## src/rtl/mem_read_seq.sv

```systemverilog
// Burst read sequencer: issues sequential wrapping reads to a registered-output memory
// and streams the returned words through a 2-entry skid buffer. Optional: MEM_READ_SEQ_CHECKSUM_EN.
module mem_read_seq #(
  parameter int DATA_W = 24,
  parameter int ADDR_W = 5
) (
  input  logic              clk,
  input  logic              rst,
  input  logic              start,
  input  logic [ADDR_W-1:0] base_addr,
  input  logic [ADDR_W:0]   length,
  output logic              rden,
  output logic [ADDR_W-1:0] addr_rd,
  input  logic [DATA_W-1:0] mem_data,
  output logic              out_valid,
  input  logic              out_ready,
  output logic [DATA_W-1:0] out_data,
  output logic              out_last,
  output logic              busy,
  output logic              done
`ifdef MEM_READ_SEQ_CHECKSUM_EN
  , output logic [DATA_W-1:0] checksum
`endif
);

  typedef enum logic [1:0] {IDLE, READ, DRAIN} state_t;

  localparam logic [ADDR_W:0]   MAXLEN = {1'b1, {ADDR_W{1'b0}}};
  localparam logic [ADDR_W:0]   ONE    = {{ADDR_W{1'b0}}, 1'b1};
  localparam logic [ADDR_W-1:0] AINC   = {{(ADDR_W-1){1'b0}}, 1'b1};

  state_t                   state, nstate;
  logic [ADDR_W:0]          len_eff, rd_left, out_left;
  logic                     accept, inflight, pop, pop_buf, push;
  logic [1:0]               cnt;
  logic                     wp, rp;
  logic [1:0][DATA_W-1:0]   sbuf;
  logic [2:0]               occ;

  assign len_eff = (length > MAXLEN) ? MAXLEN : length;
  assign accept  = (state == IDLE) && start && (length != '0);

  // An empty buffer passes the returning word straight through, which gives the
  // 2-cycle start latency; a word not taken that cycle lands in the buffer.
  assign out_valid = (cnt != 2'd0) || inflight;
  assign pop       = out_valid && out_ready;
  assign pop_buf   = pop && (cnt != 2'd0);
  assign push      = inflight && !(pop && (cnt == 2'd0));
  assign out_last  = out_valid && (out_left == ONE);

  always_comb begin
    out_data = '0;
    if (cnt != 2'd0)   out_data = sbuf[rp];
    else if (inflight) out_data = mem_data;
  end

  // Occupancy after this cycle's transfer; keeps buffered + in-flight within 2.
  assign occ = {1'b0, cnt} + {2'b0, inflight} - {2'b0, pop};

  always_ff @(posedge clk) begin
    if (rst) state <= IDLE;
    else     state <= nstate;
  end

  always_comb begin
    nstate = state;
    rden   = 1'b0;
    busy   = (state != IDLE);
    case (state)
      IDLE:  if (accept) nstate = READ;
      READ: begin
        rden = (occ < 3'd2);
        if (rden && rd_left == ONE) nstate = DRAIN;
      end
      DRAIN: if (pop && out_left == ONE) nstate = IDLE;
      default: nstate = IDLE;
    endcase
  end

  always_ff @(posedge clk) begin
    if (rst) begin
      addr_rd  <= '0;
      rd_left  <= '0;
      out_left <= '0;
      inflight <= 1'b0;
      cnt      <= '0;
      wp       <= 1'b0;
      rp       <= 1'b0;
      sbuf     <= '0;
      done     <= 1'b0;
    end else begin
      inflight <= rden;
      done     <= (state == DRAIN) && pop && (out_left == ONE);
      if (accept) begin
        addr_rd  <= base_addr;
        rd_left  <= len_eff;
        out_left <= len_eff;
      end else begin
        if (rden) begin
          addr_rd <= addr_rd + AINC;
          rd_left <= rd_left - ONE;
        end
        if (pop) out_left <= out_left - ONE;
      end
      if (push) begin
        sbuf[wp] <= mem_data;
        wp       <= ~wp;
      end
      if (pop_buf) rp <= ~rp;
      cnt <= cnt + {1'b0, push} - {1'b0, pop_buf};
    end
  end

`ifdef MEM_READ_SEQ_CHECKSUM_EN
  always_ff @(posedge clk) begin
    if (rst || accept) checksum <= '0;
    else if (pop)      checksum <= checksum ^ out_data;
  end
`endif

endmodule

```

## config.mk

```make
export PLATFORM = sky130hd
export DESIGN_NAME = mem_read_seq
export DESIGN_NICKNAME = d
export VERILOG_FILES = /design/src/rtl/mem_read_seq.sv
export SDC_FILE = /design/constraint.sdc
export NUM_CORES = 1
export LEC_CHECK = 0
export CAP_MARGIN = 20
export CORE_MARGIN = 2
export CORE_UTILIZATION = 35
export CTS_BUF_LIST = sky130_fd_sc_hd__clkbuf_4 sky130_fd_sc_hd__clkbuf_8
export DETAILED_ROUTE_END_ITERATION = 10
export GPL_ROUTABILITY_DRIVEN = 0
export PLACE_DENSITY = 0.69
export SYNTH_ARGS = -nofsm -noshare
export SYNTH_HDL_FRONTEND = slang
export SYNTH_SLANG_ARGS = --single-unit
```

## constraint.sdc

```tcl
create_clock -name clk -period 2.25 [get_ports clk]
set_input_delay 0.45 -clock clk [delete_from_list [all_inputs] [get_ports clk]]
set_output_delay 0.45 -clock clk [all_outputs]
set_load 0.02 [all_outputs]
```

=== Word level (Yosys, flattened, before mapping) ===
Cells that the tools add are included.

* Add/sub/neg operators: 7
* Order comparisons: 5
* Equal/unequal tests: 7
* Muxes and demuxes: 19
* Bitwise operators: 2
* Reductions and logical operators: 22

{| class="wikitable"
|+ Operator list
! cell !! count
|-
| $mux W24 || 5
|-
| $bwmux W48 || 1
|-
| $mux W6 || 5
|-
| $demux W24 S1 || 1
|-
| $eq A6 B1 Y1 const B || 2
|-
| $logic_and A1 B1 Y1 || 12
|-
| $sub A6 B1 Y6 const B || 2
|-
| $mux W5 || 2
|-
| $reduce_bool A2 Y1 || 4
|-
| $gt A6 B6 Y1 const B || 1
|-
| $mux W2 || 3
|-
| $ne A2 B2 Y1 const B || 3
|-
| $pmux W2 S3 || 1
|-
| $reduce_bool A6 Y1 || 1
|-
| $add A5 B1 Y5 const B || 1
|-
| $logic_not A2 Y1 || 2
|-
| $lt A1 B2 Y1 const B || 2
|-
| $add A2 B1 Y3 || 1
|-
| $lt A3 B2 Y1 const B || 1
|-
| $reduce_and A3 Y1 || 1
|-
| $sub A3 B1 Y3 || 1
|-
| $add A2 B1 Y2 || 1
|-
| $eq A2 B1 Y1 const B || 1
|-
| $eq A2 B2 Y1 const B || 1
|-
| 6 further kinds || 7
|}

* Register bits after elaboration: 73
* Input port bits: 39
* Output and inout bits: 34
* Logic and storage cells: 73

=== Longest topological paths before layout ===
Gate-level depths: netlist of the first run.

* Depth after elaboration: 8
* Mapped depth: 9
* Mapped depth without buffers: 8

=== Worst setup path before layout of the first run ===
Ideal clock, no wire load.

* Path type: reg2reg
* From: register inflight
* To: register rd_left[4]
* Library setup time: 119 ps
* Data arrival time: 2,413 ps
* Data required time: 2,131 ps
* Path slack: -281 ps
* Cell stages (with the launch flop): 9
* Buffers on the path: 2
* Period minus slack after synthesis: 2,531 ps
* Cells stage by stage: dfxtp_1 > clkbuf_1 > clkbuf_1 > nand2_1 > fa_1 > nand3b_1 > nor2_2 > a31oi_1 > o221a_1

* Longest elaborated chain between the ends: 6
* Elaborated cells between the ends (all ways): 7
* Classes of those cells: add/sub (2); order compare (1); mux (1); reduce/logical (3)

{| class="wikitable"
|+ Ends and longest elaborated chain
! element !! line !! text
|-
| from (decl) || 34 || <nowiki>logic accept, inflight, pop, pop_buf, push;</nowiki>
|-
| from (signal assigned) || 92 || <nowiki>inflight <= rden;</nowiki>
|-
| parallel branches: the longest is 2 deep, another holds $add A2 B1 Y3 || n/a ||
|-
| $sub A3 B1 Y3 * || 58 || <nowiki>assign occ = {1'b0, cnt} + {2'b0, inflight} - {2'b0, pop};</nowiki>
|-
| $lt A3 B2 Y1 * || 72 || <nowiki>rden = (occ < 3'd2);</nowiki>
|-
| $mux W1 * || 69 || <nowiki>case (state)</nowiki>
|-
| net rden || 12 || <nowiki>output logic rden,</nowiki>
|-
| $reduce_bool A2 Y1 (no line) * || n/a ||
|-
| to (signal assigned) || 96 || <nowiki>rd_left <= len_eff;</nowiki>
|-
| to (signal assigned) || 101 || <nowiki>rd_left <= rd_left - ONE;</nowiki>
|-
| to (decl) || 33 || <nowiki>logic [ADDR_W:0] len_eff, rd_left, out_left;</nowiki>
|}

Mark *: on every way through the listed nets, which the timed path passes.
A chain may end at the register's enable or synchronous reset.

=== Worst setup path after layout of the first run ===
* From: register cnt[0]
* To: output port rden

* Longest elaborated chain between the ends: 6
* Elaborated cells between the ends (all ways): 7
* Classes of those cells: add/sub (2); order compare (1); mux (1); reduce/logical (3)

{| class="wikitable"
|+ Ends and longest elaborated chain
! element !! line !! text
|-
| from (decl) || 35 || <nowiki>logic [1:0] cnt;</nowiki>
|-
| from (signal assigned) || 110 || <nowiki>cnt <= cnt + {1'b0, push} - {1'b0, pop_buf};</nowiki>
|-
| parallel branches: the longest is 3 deep, another holds $add A2 B1 Y3 || n/a ||
|-
| $sub A3 B1 Y3 * || 58 ||
|-
| $lt A3 B2 Y1 * || 72 ||
|-
| $mux W1 * || 69 ||
|-
| to (decl) || 12 ||
|}

Every way passes the cells marked *.

==> summary.md, run 1 <==
| Metric | Value |
|---|---|
| # placed instances | 693 |
| Dpl ws | -0.9278 ns |
| Clock skew | 0.008926 ns |
| Pin count of the biggest net entering global routing | 53 |
| Sequential Power Share | 0.274 |
| Final Non-Filler Cells | 718 |
| Worst setup margin | -0.1857 ns |
| I/O Pins | 73 |
| Fin crit period | 2.436 ns |
| Die height | 106.7 um |
| RSZ-0062 raised after global routing | true |
| Number of synthesized flops with an enable pin | 0 |
| R2R cell count | 9 |
| Req. time, crit path | 1.80 ns |
| Failing checks | negative setup slack |
| Via Count | 3,669 |
| CTS buffer count | 9 |
| Synth area leaders | dfxtp_1, nand2_1, a21oi_1, mux2i_1, nand3_1 |
| TritonCTS clock tree | built |
| NumNets Final | 624 |
| Fin area | 5234 um^2 |
| Hold-fix buffers, CTS | 0 |
| FF+latch area | 1464 um^2 |
| Psw | 0.002284 W |
| Final hold viol count | 0 |
| Worst Path Max Fanout | 4 |
| Seq/Total Area, Yosys | 0.3961 |
| ANT nets after route | 0 |
| Post-synth cell types | 52 |
| Worst-Margin Slew | 0.5068 ns |
| Net count after synthesis | 512 |
| Hpwl dp | 6818 um |
| Initial antenna violation count | 0 |
| Initial Utilization | 0.3590 |
| Core Box Area | 10,280 um^2 |
| First-pass GRT wire length | 17,010 um |
| Layout cells sized above 1 | 0.2216 |
| Drt first pass iters | 4 |
| #FFs+latches synth | 73 |
| Total Power Consumption | 0.005873 W |
| Die width | 106.7 um |
| Fill cell count | 980 |
| CP Class | flip-flop to primary output |
| Post-Syn Area | 3690 um^2 |
| Buffers on Ports | 72 |
| Slew HR | 0.6621 |
| Final Max Slew Viols | 0 |
| Crit path capture type | primary output |
| Layout Utilization | 0.5093 |
| Power per cell area | 1122 nW/um^2 |
| Crit start category | flip-flop |
| Clk buf depth | 2 |
| Cell taking the most area after synthesis | dfxtp_1 |
| Max-cap violation count | 0 |
| Grt ovf | 0 |
| Cell internal pwr | 0.003589 W |
| Routed WL | 10,230 um |
| CTS sink count | 73 |
| Post-synthesis async set-or-reset flop share | 0 |
| Hold/Removal Path Class | flip-flop to flip-flop |
| P&R area growth vs syn | 41.84% |
| Combinational share of power | 0.528 |
| Worst-path clk slew | 0.08 ns |
| Clock Root Buffer | clkbuf_8 |
| Fin crit share | 1.083 |
| Average wire per standard cell | 14.25 um |
| LEAKAGE | 1.926 nW |
| Via density | 5.110 |
| Top cell type's share of synthesized area | 0.3961 |
| Mapped Cells | 465 |
| Clk pwr share | 0.198 |
| Clk_lat worst skew | 0.35 ns |
| Worst path arrival time | 1.99 ns |
| Sw frac | 0.3890 |
| Peak supply drop | 0.4540 mV |
| GRT Util Overall | 0.1834 |
| Row cnt | 37 |
| # setup viols final | 2 |
| DRT iter0 DRCs | 135 |
| Synthesis Warnings | 0 |
| FMAX | 410.6 MHz |
| N_diodes | 0 |
| Area occupied by multi-input gates | 2128 um^2 |
| Hold Path Stages | 2 |
| Cell Area, Placed | 4954 um^2 |
| Main synth FF type | dfxtp_1 |
| Status | complete, but fails checks |
| Die area | 11,380 um^2 |
| Vias in the first global route | 3,611 |
| # H-tree levels | 3 |
| Mean Syn Cell Area | 7.935 um^2 |
| Post-route DRC | 0 |
## synth_stat cells, types with 3 or more instances
| cell | n |
|---|---|
| a211oi_1 | 10 |
| a21oi_1 | 55 |
| nand4_1 | 4 |
| nand2_1 | 102 |
| nor2_1 | 12 |
| o21ai_0 | 26 |
| o31ai_1 | 4 |
| a22oi_1 | 4 |
| buf_2 | 10 |
| and2_1 | 3 |
| ha_1 | 7 |
| nand3_1 | 31 |
| mux2i_1 | 25 |
| nor3_1 | 7 |
| inv_1 | 12 |
| nand3b_1 | 4 |
| xnor2_1 | 6 |
| xor2_1 | 6 |
| dfxtp_1 | 73 |
| clkbuf_1 | 22 |
## registers in the layout, indices dropped and copies added, names as in the netlist
name	flops
rd_left	6
done	1
cnt	2
inflight	1
out_left	6
addr_rd	5
sbuf	48
wp	1
rp	1
state	2
## cells in the final DEF (no fill, tap or decap), types with 3 or more instances in the layout
cell	count
nor3_1	7
a211oi_1	8
buf_8	5
and2_1	3
o21ai_0	21
buf_2	22
nand2_1	102
mux2i_1	25
clkbuf_8	9
xnor2_1	6
a21oi_1	55
dfxtp_1	71
nor2_1	10
ha_1	7
nand4_1	4
a22oi_1	4
nand3_1	31
buf_12	4
clkdlybuf4s50_1	43
nand3b_1	4
buf_4	55
xor2_1	5
o21ai_1	3
inv_1	12
## power by group through the flow
stage | combinational [W] | clock (W) | sequential [W]
floorplan | 0.00156 | 0 | 0.00161
finish | 0.00310 | 0.00116 | 0.00161
detailed placement | 0.00268 | 0 | 0.00163
global placement | 0.00260 | 0 | 0.00162
CTS | 0.00291 | 0.00119 | 0.00161
global route | 0.00336 | 0.00124 | 0.00163
## worst max-delay path: stages, from the launching register on
cell	delay, ns
dfxtp_2	0.36
o31ai_4	0.27
nor2_2	0.06
fa_1	0.51
nand3b_1	0.15
nor2_4	0.17
buf_6	0.13
## layer usage
metal | track usage | wire length [um]
met1 | 0.2515 | 4900
met2 | 0.2994 | 4826
met3 | 0.02371 | 398
met4 | 0.05844 | 103
met5 | 0 | 0
## kinds of logic after synthesis
group           after synthesis  synth area share
flops                        73            0.3961
xor+xnor                     12           0.02848
buf+inv                      47           0.05426
simple gates                182            0.2319
mux                          25           0.06782
fa+ha+maj                     8           0.02916
compound gates              118            0.1923
## path summary, 6_finish.rpt
path	endpoint	startpoint	slack, ns
hold / removal	sbuf[8]	sbuf[8]	0.46
hold reg to reg	sbuf[8]	sbuf[8]	0.46
setup reg to reg	rd_left[5]	cnt[0]	-0.04
setup / recovery	rden	cnt[0]	-0.19
## final cells by class
| type | count | share of cell area |
|---|---|---|
| Clock buffer | 10 | 0.02510 |
| Clock inverter | 6 | 0.01745 |
| Inverter | 12 | 0.008606 |
| Multi-Input combinational cell | 345 | 0.4066 |
| Sequential cell | 73 | 0.2797 |
| Tap cell | 136 | 0.03251 |
| Timing Repair Buffer | 136 | 0.2300 |
## through the flow
| step | TNS (ns) | hold WS [ns] |
|---|---|---|
| after floorplan | 0 | 0.4357 |
| after global placement | -6.872 | 0.4400 |
| after detailed placement | -7.676 | 0.4465 |
| after CTS | -0.2262 | 0.4579 |
| after global routing | -0.4991 | 0.4712 |
| final | -0.2221 | 0.4566 |
## what timing repair did
action                                  in CTS  in global routing
resized for setup                          143                 17
buffers inserted                             6                  3
cloned                                       1                  2
endpoints found under the setup margin      39                 35
pin swaps                                    8                  6
Note: power is estimated with default switching activity, not from simulation.
==> run 2, diff against run 1 <==
--- a/config.mk
+++ b/config.mk
@@ -7,11 +7,11 @@
 export LEC_CHECK = 0
 export CAP_MARGIN = 20
 export CORE_MARGIN = 2
-export CORE_UTILIZATION = 35
+export CORE_UTILIZATION = 33
 export CTS_BUF_LIST = sky130_fd_sc_hd__clkbuf_4 sky130_fd_sc_hd__clkbuf_8
 export DETAILED_ROUTE_END_ITERATION = 10
 export GPL_ROUTABILITY_DRIVEN = 0
-export PLACE_DENSITY = 0.69
+export PLACE_DENSITY = 0.66
 export SYNTH_ARGS = -nofsm -noshare
 export SYNTH_HDL_FRONTEND = slang
 export SYNTH_SLANG_ARGS = --single-unit
==> constraint.sdc (replaced) <==
create_clock -name clk -period 2.25 [get_ports clk]
set_input_delay 0.3375 -clock clk [delete_from_list [all_inputs] [get_ports clk]]
set_output_delay 0.3375 -clock clk [all_outputs]
set_load 0.02 [all_outputs]
==> run 2 against run 1 <==
Against the previous run:
- the flow still finishes with violations (negative setup slack)
- worst hold slack lost 0.0012 ns
- register-to-register slack gained 0.11 ns
- critical path depth is the same
- combinational power shrank 11%
- sequential power is essentially flat
- sequential cell count is the same
- wire length shrank 0.55%
- clock skew is essentially flat
- critical endpoint unchanged
- largest power group unchanged
==> summary.md, run 2 (synthesis results as in run 1) <==
| Metric | Value |
|---|---|
| First-pass GRT wire length | 16,190 um (was 17,010 um) |
| Leading cell type in the layout, fill and taps excluded | nand2_1 (unchanged) |
| Die height | 109.7 um (was 106.7 um) |
| N_diodes | 0 (unchanged) |
| NumNets Final | 603 (was 624) |
| Biggest regs | sbuf (48), out_left (6), rd_left (6) (unchanged) |
| Largest register FFs | 48 (unchanged) |
| I/O Pins | 73 (unchanged) |
| Most frequent cells in the layout | nand2_1, dfxtp_1, a21oi_1, clkdlybuf4s50_1, buf_4 (was nand2_1, dfxtp_1, a21oi_1, buf_4, clkdlybuf4s50_1) |
| DRT iter0 DRCs | 170 (was 135) |
| # H-tree levels | 3 (unchanged) |
| Clk pwr share | 0.223 (was 0.198) |
| Clock skew | 0.008989 ns (was 0.008926 ns) |
| Fin crit share | 1.034 (was 1.083) |
| CP Class | flip-flop to primary output (unchanged) |
| ANT nets after route | 0 (unchanged) |
| Total Power Consumption | 0.005658 W (was 0.005873 W) |
| Max-cap violation count | 0 (unchanged) |
| Hpwl dp | 6809 um (was 6818 um) |
| Initial Utilization | 0.3389 (was 0.3590) |
| RSZ-0062 raised after global routing | true (unchanged) |
| Req. time, crit path | 1.91 ns (was 1.80 ns) |
| Cell Area, Placed | 4840 um^2 (was 4954 um^2) |
| Psw | 0.002171 W (was 0.002284 W) |
| Post-route DRC | 0 (unchanged) |
| Peak supply drop | 0.5250 mV (was 0.4540 mV) |
| Worst Path Max Fanout | 4 (unchanged) |
| Combinational share of power | 0.490 (was 0.528) |
| Fin area | 5067 um^2 (was 5234 um^2) |
| CTS sink count | 73 (unchanged) |
| Grt ovf | 0 (unchanged) |
| Crit start category | flip-flop (unchanged) |
| Layout Utilization | 0.4654 (was 0.5093) |
| Fin crit period | 2.328 ns (was 2.436 ns) |
| CTS buffer count | 9 (unchanged) |
| Die area | 12,040 um^2 (was 11,380 um^2) |
| Worst-path clk slew | 0.08 ns (about the same) |
| P&R area growth vs syn | 37.33% (was 41.84%) |
| Via Count | 3,666 (was 3,669) |
| Row cnt | 38 (was 37) |
| Core Box Area | 10,890 um^2 (was 10,280 um^2) |
| # setup viols final | 1 (was 2) |
| Vias in the first global route | 3,522 (was 3,611) |
| Area occupied by multi-input gates | 2117 um^2 (was 2128 um^2) |
| Sw frac | 0.3837 (was 0.3890) |
| Pin count of the biggest net entering global routing | 43 (was 53) |
| Average wire per standard cell | 14.51 um (was 14.25 um) |
| Drt first pass iters | 4 (unchanged) |
| Buffers on Ports | 72 (unchanged) |
| Largest Register | sbuf (unchanged) |
| GRT Util Overall | 0.1694 (was 0.1834) |
| Final Max Slew Viols | 0 (unchanged) |
| Fill cell count | 1,066 (was 980) |
| FMAX | 429.6 MHz (was 410.6 MHz) |
| Hold WS | 0.4554 ns (was 0.4566 ns) |
| Worst path arrival time | 1.99 ns (about the same) |
| Cell internal pwr | 0.003487 W (was 0.003589 W) |
| FF+latch area | 1468 um^2 (was 1464 um^2) |
| Sequential Power Share | 0.287 (was 0.274) |
| Slew HR | 0.5594 (was 0.6621) |
| Clk_lat worst skew | 0.34 ns (was 0.35 ns) |
| Initial antenna violation count | 0 (unchanged) |
| Die width | 109.7 um (was 106.7 um) |
| Via density | 5.230 (was 5.110) |
| Routed WL | 10,170 um (was 10,230 um) |
| Power per cell area | 1117 nW/um^2 (was 1122 nW/um^2) |
| Clock Root Buffer | clkbuf_8 (unchanged) |
| Crit path capture type | primary output (unchanged) |
| LEAKAGE | 1.796 nW (was 1.926 nW) |
| Final hold viol count | 0 (unchanged) |
| Worst setup margin | -0.07752 ns (was -0.1857 ns) |
| TritonCTS clock tree | built (unchanged) |
| Failing checks | negative setup slack (unchanged) |
| Worst-Margin Slew | 0.6609 ns (was 0.5068 ns) |
| Layout cells sized above 1 | 0.1783 (was 0.2216) |
| Status | complete, but fails checks (unchanged) |
| R2r setup slk | 0.07 ns (was -0.04 ns) |
| Clk buf depth | 2 (unchanged) |
| Hold/Removal Path Class | flip-flop to flip-flop (unchanged) |
==> run 2: metrics by stage <==
step	std cells	TNS, ns	worst slack, ns
final	701	-0.07752	-0.07752
after floorplan	465	0	0.002298
after global placement	681	-4.928	-0.6997
after global routing	701	-0.1824	-0.1281
after CTS	699	-0.09944	-0.09944
after detailed placement	681	-5.568	-0.7203
==> run 2: repair_timing <==
item	4_1_cts	5_1_grt
gates cloned	0	1
hold buffers	0	0
hold endpoints to repair	0	0
endpoints found under the setup margin	35	24
gates resized for setup	56	50
pin swaps	7	6
setup buffers	3	1
==> run 2: layer usage <==
metal / routed length (um) / global-route usage
met2: 4833 / 0.2795
met5: 0 / 0
met4: 151 / 0.06872
met3: 466 / 0.02134
met1: 4720 / 0.2234
==> run 2: power groups by stage <==
stage	logic, W	clock network, W	registers, W
5_1_grt	0.00301	0.00133	0.00164
3_3_place_gp	0.00257	0	0.00163
4_1_cts	0.00267	0.00129	0.00162
2_1_floorplan	0.00156	0	0.00161
3_5_place_dp	0.00263	0	0.00164
6_report	0.00277	0.00126	0.00162
==> run 2: cell type report <==
cell class,count,share of cell area
Multi-Input combinational cell,345,0.4178
Sequential cell,73,0.2896
Timing Repair Buffer,115,0.2005
Tap cell,140,0.03457
Clock buffer,10,0.02593
Clock inverter,6,0.02272
Inverter,12,0.008889
==> run 2: path summary, 6_finish.rpt <==
check | end | start | depth (start not counted)
worst max-delay path | rden | cnt[0] | 6
worst min-delay path | sbuf[32] | sbuf[32] | 2
worst max register to register | rd_left[5] | cnt[0] | 8
worst min register to register | sbuf[32] | sbuf[32] | 2
==> run 2: critical path, stage by stage (launching register included) <==
cell and delay, ns:
dfxtp_4 0.37, o31ai_4 0.28, nor2_2 0.06, fa_1 0.50, nand3b_1 0.16, nor2_4 0.17, buf_6 0.13
